==> src/rtl/i2c_pkg.sv <==
// ----------------------------------------------------------------------------
// i2c_pkg
// Shared types and constants for the single-byte I2C master engine.
//   i2c_state_t   : transaction state encoding
//   sclRelease()  : SCL open-drain control for a given state/quarter
//   sdaRelease()  : SDA open-drain control for a given state/quarter
// ----------------------------------------------------------------------------
package i2c_pkg;

   typedef enum logic [2:0] {
      ST_IDLE,
      ST_START,
      ST_ADDR,
      ST_ADDR_ACK,
      ST_DATA,
      ST_DATA_ACK,
      ST_STOP
   } i2c_state_t;

   localparam int   QUARTERS_PER_BIT = 4;
   localparam int   BITS_PER_BYTE    = 8;
   localparam logic I2C_RW_WRITE     = 1'b0;
   localparam logic I2C_RW_READ      = 1'b1;

   // 1 = release SCL. START pulls SCL low only in its last quarter, bit slots
   // release it for the upper half, STOP pulls it low only in its first quarter.
   function automatic logic sclRelease(input i2c_state_t st, input logic [1:0] qtr);
      logic rel;
      rel = 1'b1;
      case (st)
         ST_START:                                   rel = (qtr != 2'd3);
         ST_ADDR, ST_ADDR_ACK, ST_DATA, ST_DATA_ACK: rel = qtr[1];
         ST_STOP:                                    rel = (qtr != 2'd0);
         default:                                    rel = 1'b1;
      endcase
      return rel;
   endfunction

   // 1 = release SDA. Acknowledge slots and read data leave the line to the
   // slave; the master also leaves it released for the read-data ACK slot,
   // which is the NACK that ends a single-byte read.
   function automatic logic sdaRelease(input i2c_state_t st, input logic [1:0] qtr,
                                       input logic txMsb, input logic isRead);
      logic rel;
      rel = 1'b1;
      case (st)
         ST_START: rel = ~qtr[1];
         ST_ADDR:  rel = txMsb;
         ST_DATA:  rel = isRead | txMsb;
         ST_STOP:  rel = qtr[1];
         default:  rel = 1'b1;
      endcase
      return rel;
   endfunction

endpackage

==> src/rtl/i2c_sync.sv <==
// ----------------------------------------------------------------------------
// i2c_sync
// Two-flop synchronizer for one bus line read back from the open-drain bus.
// Resets to 1 (idle bus level).
//   clk_i  : system clock
//   rst_ni : asynchronous active-low reset
//   d_i    : asynchronous line input
//   q_o    : synchronized line
// ----------------------------------------------------------------------------
module i2c_sync (
   input  logic clk_i,
   input  logic rst_ni,
   input  logic d_i,
   output logic q_o
);

   logic meta_q;
   logic sync_q;

   // Plain double-register; first stage may go metastable, second is used.
   always_ff @(posedge clk_i or negedge rst_ni) begin
      if (!rst_ni) begin
         meta_q <= 1'b1;
         sync_q <= 1'b1;
      end else begin
         meta_q <= d_i;
         sync_q <= meta_q;
      end
   end

   assign q_o = sync_q;

endmodule

==> src/rtl/i2c_master.sv <==
// ----------------------------------------------------------------------------
// i2c_master
// Single-byte I2C master: START, address + R/W, one data byte, STOP.
// Supports slave clock stretching and reports address / write-data NACK.
//   I_CLK, I_NRESET        : clock, asynchronous active-low reset
//   I_START                : command strobe (taken only when idle)
//   I_RW, I_ADDR, I_WDATA  : command fields (0 = write, 1 = read)
//   I_SCL, I_SDA           : resolved bus lines (asynchronous)
//   O_SCL_T, O_SDA_T       : open-drain controls, 1 = release, 0 = pull low
//   O_BUSY, O_DONE         : transaction in progress / one-cycle end pulse
//   O_RDATA, O_NACK        : read byte and NACK flag, valid from O_DONE
// ----------------------------------------------------------------------------
module i2c_master
   import i2c_pkg::*;
#(
   parameter int CLK_DIV = 125
) (
   input  logic       I_CLK,
   input  logic       I_NRESET,
   input  logic       I_START,
   input  logic       I_RW,
   input  logic [6:0] I_ADDR,
   input  logic [7:0] I_WDATA,
   input  logic       I_SCL,
   input  logic       I_SDA,
   output logic       O_SCL_T,
   output logic       O_SDA_T,
   output logic       O_BUSY,
   output logic       O_DONE,
   output logic [7:0] O_RDATA,
   output logic       O_NACK
);

   localparam int             CW       = (CLK_DIV > 1) ? $clog2(CLK_DIV) : 1;
   localparam logic [CW-1:0]  DIV_LAST = CW'(CLK_DIV - 1);
   localparam logic [1:0]     QTR_LAST = 2'(QUARTERS_PER_BIT - 1);
   localparam logic [2:0]     BIT_LAST = 3'(BITS_PER_BYTE - 1);

   i2c_state_t    state_q,  state_d;
   logic [CW-1:0] divCnt_q, divCnt_d;
   logic [1:0]    qtr_q,    qtr_d;
   logic [2:0]    bitCnt_q, bitCnt_d;
   logic          rw_q,     rw_d;
   logic [7:0]    wdata_q,  wdata_d;
   logic [7:0]    txByte_q, txByte_d;
   logic [7:0]    rdata_q,  rdata_d;
   logic          nack_q,   nack_d;
   logic          busy_q,   busy_d;
   logic          done_q,   done_d;
   logic          sclT_q,   sclT_d;
   logic          sdaT_q,   sdaT_d;

   logic sclSync;
   logic sdaSync;
   logic bitPhase;
   logic stretchHold;
   logic sampleNow;
   logic phaseEnd;

   i2c_sync u_sclSync (.clk_i(I_CLK), .rst_ni(I_NRESET), .d_i(I_SCL), .q_o(sclSync));
   i2c_sync u_sdaSync (.clk_i(I_CLK), .rst_ni(I_NRESET), .d_i(I_SDA), .q_o(sdaSync));

   assign bitPhase = (state_q == ST_ADDR) || (state_q == ST_ADDR_ACK) ||
                     (state_q == ST_DATA) || (state_q == ST_DATA_ACK);

   // The quarter in which SCL was released may not end until the slave lets
   // SCL actually rise; the synchronizer lag is absorbed by the quarter length.
   assign stretchHold = !sclSync &&
                        ((bitPhase && (qtr_q == 2'd2)) ||
                         ((state_q == ST_STOP) && (qtr_q == 2'd1)));

   assign sampleNow = bitPhase && (qtr_q == QTR_LAST) && (divCnt_q == '0);

   // Next-state logic: quarter/bit timing, byte shifting and command sequencing.
   always_comb begin
      state_d  = state_q;
      divCnt_d = divCnt_q;
      qtr_d    = qtr_q;
      bitCnt_d = bitCnt_q;
      rw_d     = rw_q;
      wdata_d  = wdata_q;
      txByte_d = txByte_q;
      rdata_d  = rdata_q;
      nack_d   = nack_q;
      busy_d   = busy_q;
      done_d   = 1'b0;
      phaseEnd = 1'b0;

      if (state_q != ST_IDLE) begin
         if (divCnt_q == DIV_LAST) begin
            if (!stretchHold) begin
               divCnt_d = '0;
               qtr_d    = qtr_q + 2'd1;
               phaseEnd = (qtr_q == QTR_LAST);
            end
         end else begin
            divCnt_d = divCnt_q + 1'b1;
         end
      end

      case (state_q)
         ST_IDLE: begin
            if (I_START) begin
               state_d  = ST_START;
               divCnt_d = '0;
               qtr_d    = 2'd0;
               bitCnt_d = 3'd0;
               rw_d     = I_RW;
               wdata_d  = I_WDATA;
               txByte_d = {I_ADDR, I_RW};
               nack_d   = 1'b0;
               busy_d   = 1'b1;
            end
         end
         ST_START: begin
            if (phaseEnd) begin
               state_d = ST_ADDR;
            end
         end
         ST_ADDR: begin
            if (phaseEnd) begin
               txByte_d = {txByte_q[6:0], 1'b1};
               bitCnt_d = bitCnt_q + 3'd1;
               if (bitCnt_q == BIT_LAST) begin
                  state_d = ST_ADDR_ACK;
               end
            end
         end
         ST_ADDR_ACK: begin
            if (sampleNow && sdaSync) begin
               nack_d = 1'b1;
            end
            // The sample lands early in q3, so nack_q is settled by phase end.
            if (phaseEnd) begin
               if (nack_q) begin
                  state_d = ST_STOP;
               end else begin
                  state_d  = ST_DATA;
                  txByte_d = wdata_q;
               end
            end
         end
         ST_DATA: begin
            if (sampleNow && (rw_q == I2C_RW_READ)) begin
               rdata_d = {rdata_q[6:0], sdaSync};
            end
            if (phaseEnd) begin
               txByte_d = {txByte_q[6:0], 1'b1};
               bitCnt_d = bitCnt_q + 3'd1;
               if (bitCnt_q == BIT_LAST) begin
                  state_d = ST_DATA_ACK;
               end
            end
         end
         ST_DATA_ACK: begin
            if (sampleNow && (rw_q == I2C_RW_WRITE) && sdaSync) begin
               nack_d = 1'b1;
            end
            if (phaseEnd) begin
               state_d = ST_STOP;
            end
         end
         ST_STOP: begin
            if (phaseEnd) begin
               state_d = ST_IDLE;
               busy_d  = 1'b0;
               done_d  = 1'b1;
            end
         end
         default: begin
            state_d = ST_IDLE;
         end
      endcase

      // SCL follows the upcoming quarter; SDA follows the current one, so SDA
      // always moves one cycle after SCL has gone low and never races it.
      sclT_d = sclRelease(state_d, qtr_d);
      sdaT_d = sdaRelease(state_q, qtr_q, txByte_q[7], rw_q);
   end

   // State and datapath registers; reset releases both bus lines at once.
   always_ff @(posedge I_CLK or negedge I_NRESET) begin
      if (!I_NRESET) begin
         state_q  <= ST_IDLE;
         divCnt_q <= '0;
         qtr_q    <= 2'd0;
         bitCnt_q <= 3'd0;
         rw_q     <= 1'b0;
         wdata_q  <= 8'h00;
         txByte_q <= 8'h00;
         rdata_q  <= 8'h00;
         nack_q   <= 1'b0;
         busy_q   <= 1'b0;
         done_q   <= 1'b0;
         sclT_q   <= 1'b1;
         sdaT_q   <= 1'b1;
      end else begin
         state_q  <= state_d;
         divCnt_q <= divCnt_d;
         qtr_q    <= qtr_d;
         bitCnt_q <= bitCnt_d;
         rw_q     <= rw_d;
         wdata_q  <= wdata_d;
         txByte_q <= txByte_d;
         rdata_q  <= rdata_d;
         nack_q   <= nack_d;
         busy_q   <= busy_d;
         done_q   <= done_d;
         sclT_q   <= sclT_d;
         sdaT_q   <= sdaT_d;
      end
   end

   assign O_SCL_T = sclT_q;
   assign O_SDA_T = sdaT_q;
   assign O_BUSY  = busy_q;
   assign O_DONE  = done_q;
   assign O_RDATA = rdata_q;
   assign O_NACK  = nack_q;

endmodule

==> config.mk <==
export PLATFORM = sky130hd
export DESIGN_NAME = i2c_master
export DESIGN_NICKNAME = d
export VERILOG_FILES = /design/src/rtl/i2c_pkg.sv /design/src/rtl/i2c_sync.sv /design/src/rtl/i2c_master.sv
export SDC_FILE = /design/constraint.sdc
export NUM_CORES = 1
export LEC_CHECK = 0
export BUFFER_PORTS_ARGS = -buffer_cell sky130_fd_sc_hd__clkbuf_2
export CAP_MARGIN = 15
export CORE_MARGIN = 2
export CORE_UTILIZATION = 30
export CTS_CLUSTER_DIAMETER = 40
export DETAILED_ROUTE_END_ITERATION = 10
export GPL_ROUTABILITY_DRIVEN = 0
export GPL_TIMING_DRIVEN = 0
export HOLD_SLACK_MARGIN = 0.08
export PLACE_DENSITY = 0.5
export SLEW_MARGIN = 30
export SYNTH_ARGS = -nofsm -noshare
export SYNTH_HDL_FRONTEND = slang
export SYNTH_SLANG_ARGS = --single-unit
==> constraint.sdc <==
create_clock -name I_CLK -period 6.7 [get_ports I_CLK]
set_clock_uncertainty 0.15 [all_clocks]
set_input_delay 0.67 -clock I_CLK [delete_from_list [all_inputs] [get_ports I_CLK]]
set_output_delay 0.67 -clock I_CLK [all_outputs]
set_load 0.1 [all_outputs]
==> flow_metrics.tcl <==
set metrics [dict create \
    synth_area_sq_um 2560 \
    synth_xor_area_frac 0 \
    synth_edf_count 0 \
    critPathTopFamily "compound AO/OA/AOI/OAI gates" \
    cp-start-kind "flop" \
    vias 2011 \
    setup_tns_ps 0 \
    arrival_ps 2670 \
    cts_tree "done" \
    rows 33 \
    synth_top_family_by_area "simple AND/OR/NAND/NOR gates" \
    cts_max_level 2 \
    ys_types 45 \
    via_per_inst 5.04 \
    p_leak_nw 1.35 \
    synth_ff_type "dfrtp_1" \
    cts_buffers 5 \
    synth_compound_area_frac 0.157 \
    maxCapViolCount 0 \
    synth_cells 253 \
    grt_pass1_wl_microns 9830 \
    clock.fmax_mhz 386 \
    holdPathStages 0 \
    rsz0062_at_grt "false" \
    die_h_microns 96.4 \
    route.antenna.remaining_nets 0 \
    place_inst 391 \
    drive_gt1_frac 0.279 \
    worst_pin_slew_ps 675 \
    hold_start "u_sclSync.meta_q" \
    diodes 0 \
    grt_max_degree 50 \
    nets 321 \
    core_area_sq_um 8260 \
    drc 0 \
    outcome "complete, no violations" \
    setup.worst_path.class "reg2reg" \
    rr_worst_depth 9 \
    initial_core_util 0.310 \
    yosys-top-cells-area "dfrtp_1 42%, mux2_2 8.4%, dfstp_2 6.2%, nand2_1 3.8%, a21oi_1 3.5%" \
    r2r_setup_slack_ps 4110 \
    timing.rr.end "O_SCL_T" \
    clk_pin_slew_ps 90 \
    crit_buf_inv 1 \
    hpwlAfterDp_microns 4300 \
    clock_latency_ps 310 \
    hold-path-endpoint "u_sclSync.q_o" \
    cp-startpoint "qtr_q[0]" \
    layout_min_cycle_time_ps 2590 \
    cp_cell_sequence "inv_1 > ha_1 > or2b_2 > a311oi_1 > nor2_1 > o21ai_0 > a21oi_1 > and3_1 > a211oi_2" \
    critPathMaxFanout 5 \
    synthToLayoutAreaGrowth_pct 15.2 \
    drt_iter0_drc 117 \
    setup_violations 0 \
    syn_area_per_cell_sq_um 10.1 \
    endpoint_kind "flop" \
    ys_top_cells_by_count "43 x dfrtp_1, 26 x nand2_1, 23 x nor2_1" \
    hold_viol 0 \
    yosysSeqAreaShare 0.482 \
    post-cts-setup-buffer-count 0 \
    timing.final.crit_share 0.387 \
    synth_mux_area_frac 0.104 \
    syn_nets 281 \
    synth_fa_ha_area_frac 0.0342 \
    cpMaxStageDelayCell "dfrtp_1" \
    wl_microns 5960 \
    cts.hold.buffers_added 0 \
    ys_ff_latch 49 \
    cts_sinks 49 \
    yosysMostFrequentCell "dfrtp_1" \
    crit_required_ps 6780 \
    drt_first_pass_iters 4 \
    cts_buffer_depth 2 \
    numPortBuffers 33 \
    overflow 0 \
    r2r_start "qtr_q[0]" \
    synth-simple-area-share 0.171 \
    pre_cts_slack_ps 4150 \
    yosys_warnings 0 \
    die_x_microns 96.4 \
    synth_top_area_frac 0.420 \
    p_per_area_nw_per_um2 168 \
    min_path_type "reg2reg" \
    grt_antenna_before_repair 0 \
    cts_root_buf "clkbuf_8" \
    vdd_ir_drop_max_uv 70.5 \
    finalWorstSetupSlack_ps 4110 \
    max_slew_margin 0.550 \
    slew_viol_final 0 \
    grt_use_total 0.141 \
    synth_top_area_cell "dfrtp_1" \
    cts_resized 0 \
    ioPinCount 34 \
    instances_no_fill 399 \
    die_area_sq_um 9290 \
    wl_per_cell_microns 14.9 \
    synthArstFlopShare 1.00 \
    first_global_vias 1886 \
    p_total_w 0.000495 \
    critPathMaxStageDelay_ps 410 \
]
-- where the power goes --
group,internal [W],total (W),switching (W)
registers,0.000298,0.000298,0.000000547
clock network,0.0000743,0.000179,0.000105
logic,0.00000696,0.0000174,0.0000104
-- metal layers --
layer | up-vias | GRT usage | wire [microns]
met2 | 43 | 0.200 | 2610
met3 | 7 | 0.0295 | 248
met4 | 0 | 0.0493 | 81
li1 | 988 | - | -
met1 | 973 | 0.210 | 3020
met5 | - | 0 | 0
-- metrics by stage --
stage	util	cell area [sq um]	hold slack, ps
6_report	0.357	2950	209
4_1_cts	0.357	2950	211
2_1_floorplan	-	2560	195
3_5_place_dp	0.346	2860	197
3_3_place_gp	0.346	2860	196
5_1_grt	0.357	2950	215
-- flip-flops by register name (all words and copies together), names as in the netlist, 2 cells and up --
| name | flops |
|---|---|
| txByte_q | 8 |
| wdata_q | 8 |
| bitCnt_q | 3 |
| qtr_q | 2 |
| state_q | 3 |
| O_RDATA | 8 |
| divCnt_q | 7 |
-- layout make-up --
class	count	area, sq um
Sequential cell	49	1230
Multi-Input combinational cell	182	1190
Timing Repair Buffer	33	168
Inverter	10	37.5
Clock buffer	5	68.8
Tap cell	105	131
Clock inverter	3	21.3
Buffer	12	95.1
Fill cell	855	5310
-- worst max-delay path by stage --
stage / endpoint / slack [ps] / depth (start not counted)
final: O_SCL_T / 4110 / 9
after CTS: O_SCL_T / 4110 / 9
after floorplan: O_SCL_T / 4390 / 9
after global placement: O_SCL_T / 4090 / 9
after global routing: O_SCL_T / 3890 / 9
after detailed placement: O_SCL_T / 4150 / 9
-- layout by cell type, fill, tap and decap left out, types with 2 or more instances in the layout --
cell | Yosys | layout
a211oi_2 | 2 | 2
a21oi_1 | 18 | 18
a22o_1 | 3 | 3
a31oi_1 | 3 | 3
and2_0 | 2 | 2
and3_1 | 3 | 3
buf_2 | 2 | 2
clkbuf_1 | 5 | 5
clkbuf_2 | 0 | 32
clkbuf_8 | 4 | 9
dfrtp_1 | 43 | 43
dfstp_2 | 6 | 6
ha_1 | 7 | 7
inv_1 | 10 | 10
mux2_2 | 19 | 19
mux2i_1 | 3 | 3
nand2_1 | 26 | 26
nand3_1 | 9 | 9
nand4_1 | 2 | 2
nor2_1 | 23 | 23
nor3_1 | 6 | 6
o211ai_1 | 7 | 7
o21ai_0 | 16 | 16
o31ai_1 | 6 | 6
or3_1 | 7 | 7
-- logic make-up after synthesis --
| group | count (synthesis) |
|---|---|
| AND/OR/NAND/NOR | 89 |
| AO/OA/AOI/OAI | 63 |
| flip-flops | 49 |
| multiplexers | 23 |
| buffers and inverters | 22 |
| adder cells (fa/ha/maj) | 7 |
Note: power is estimated with default switching activity, not from simulation.
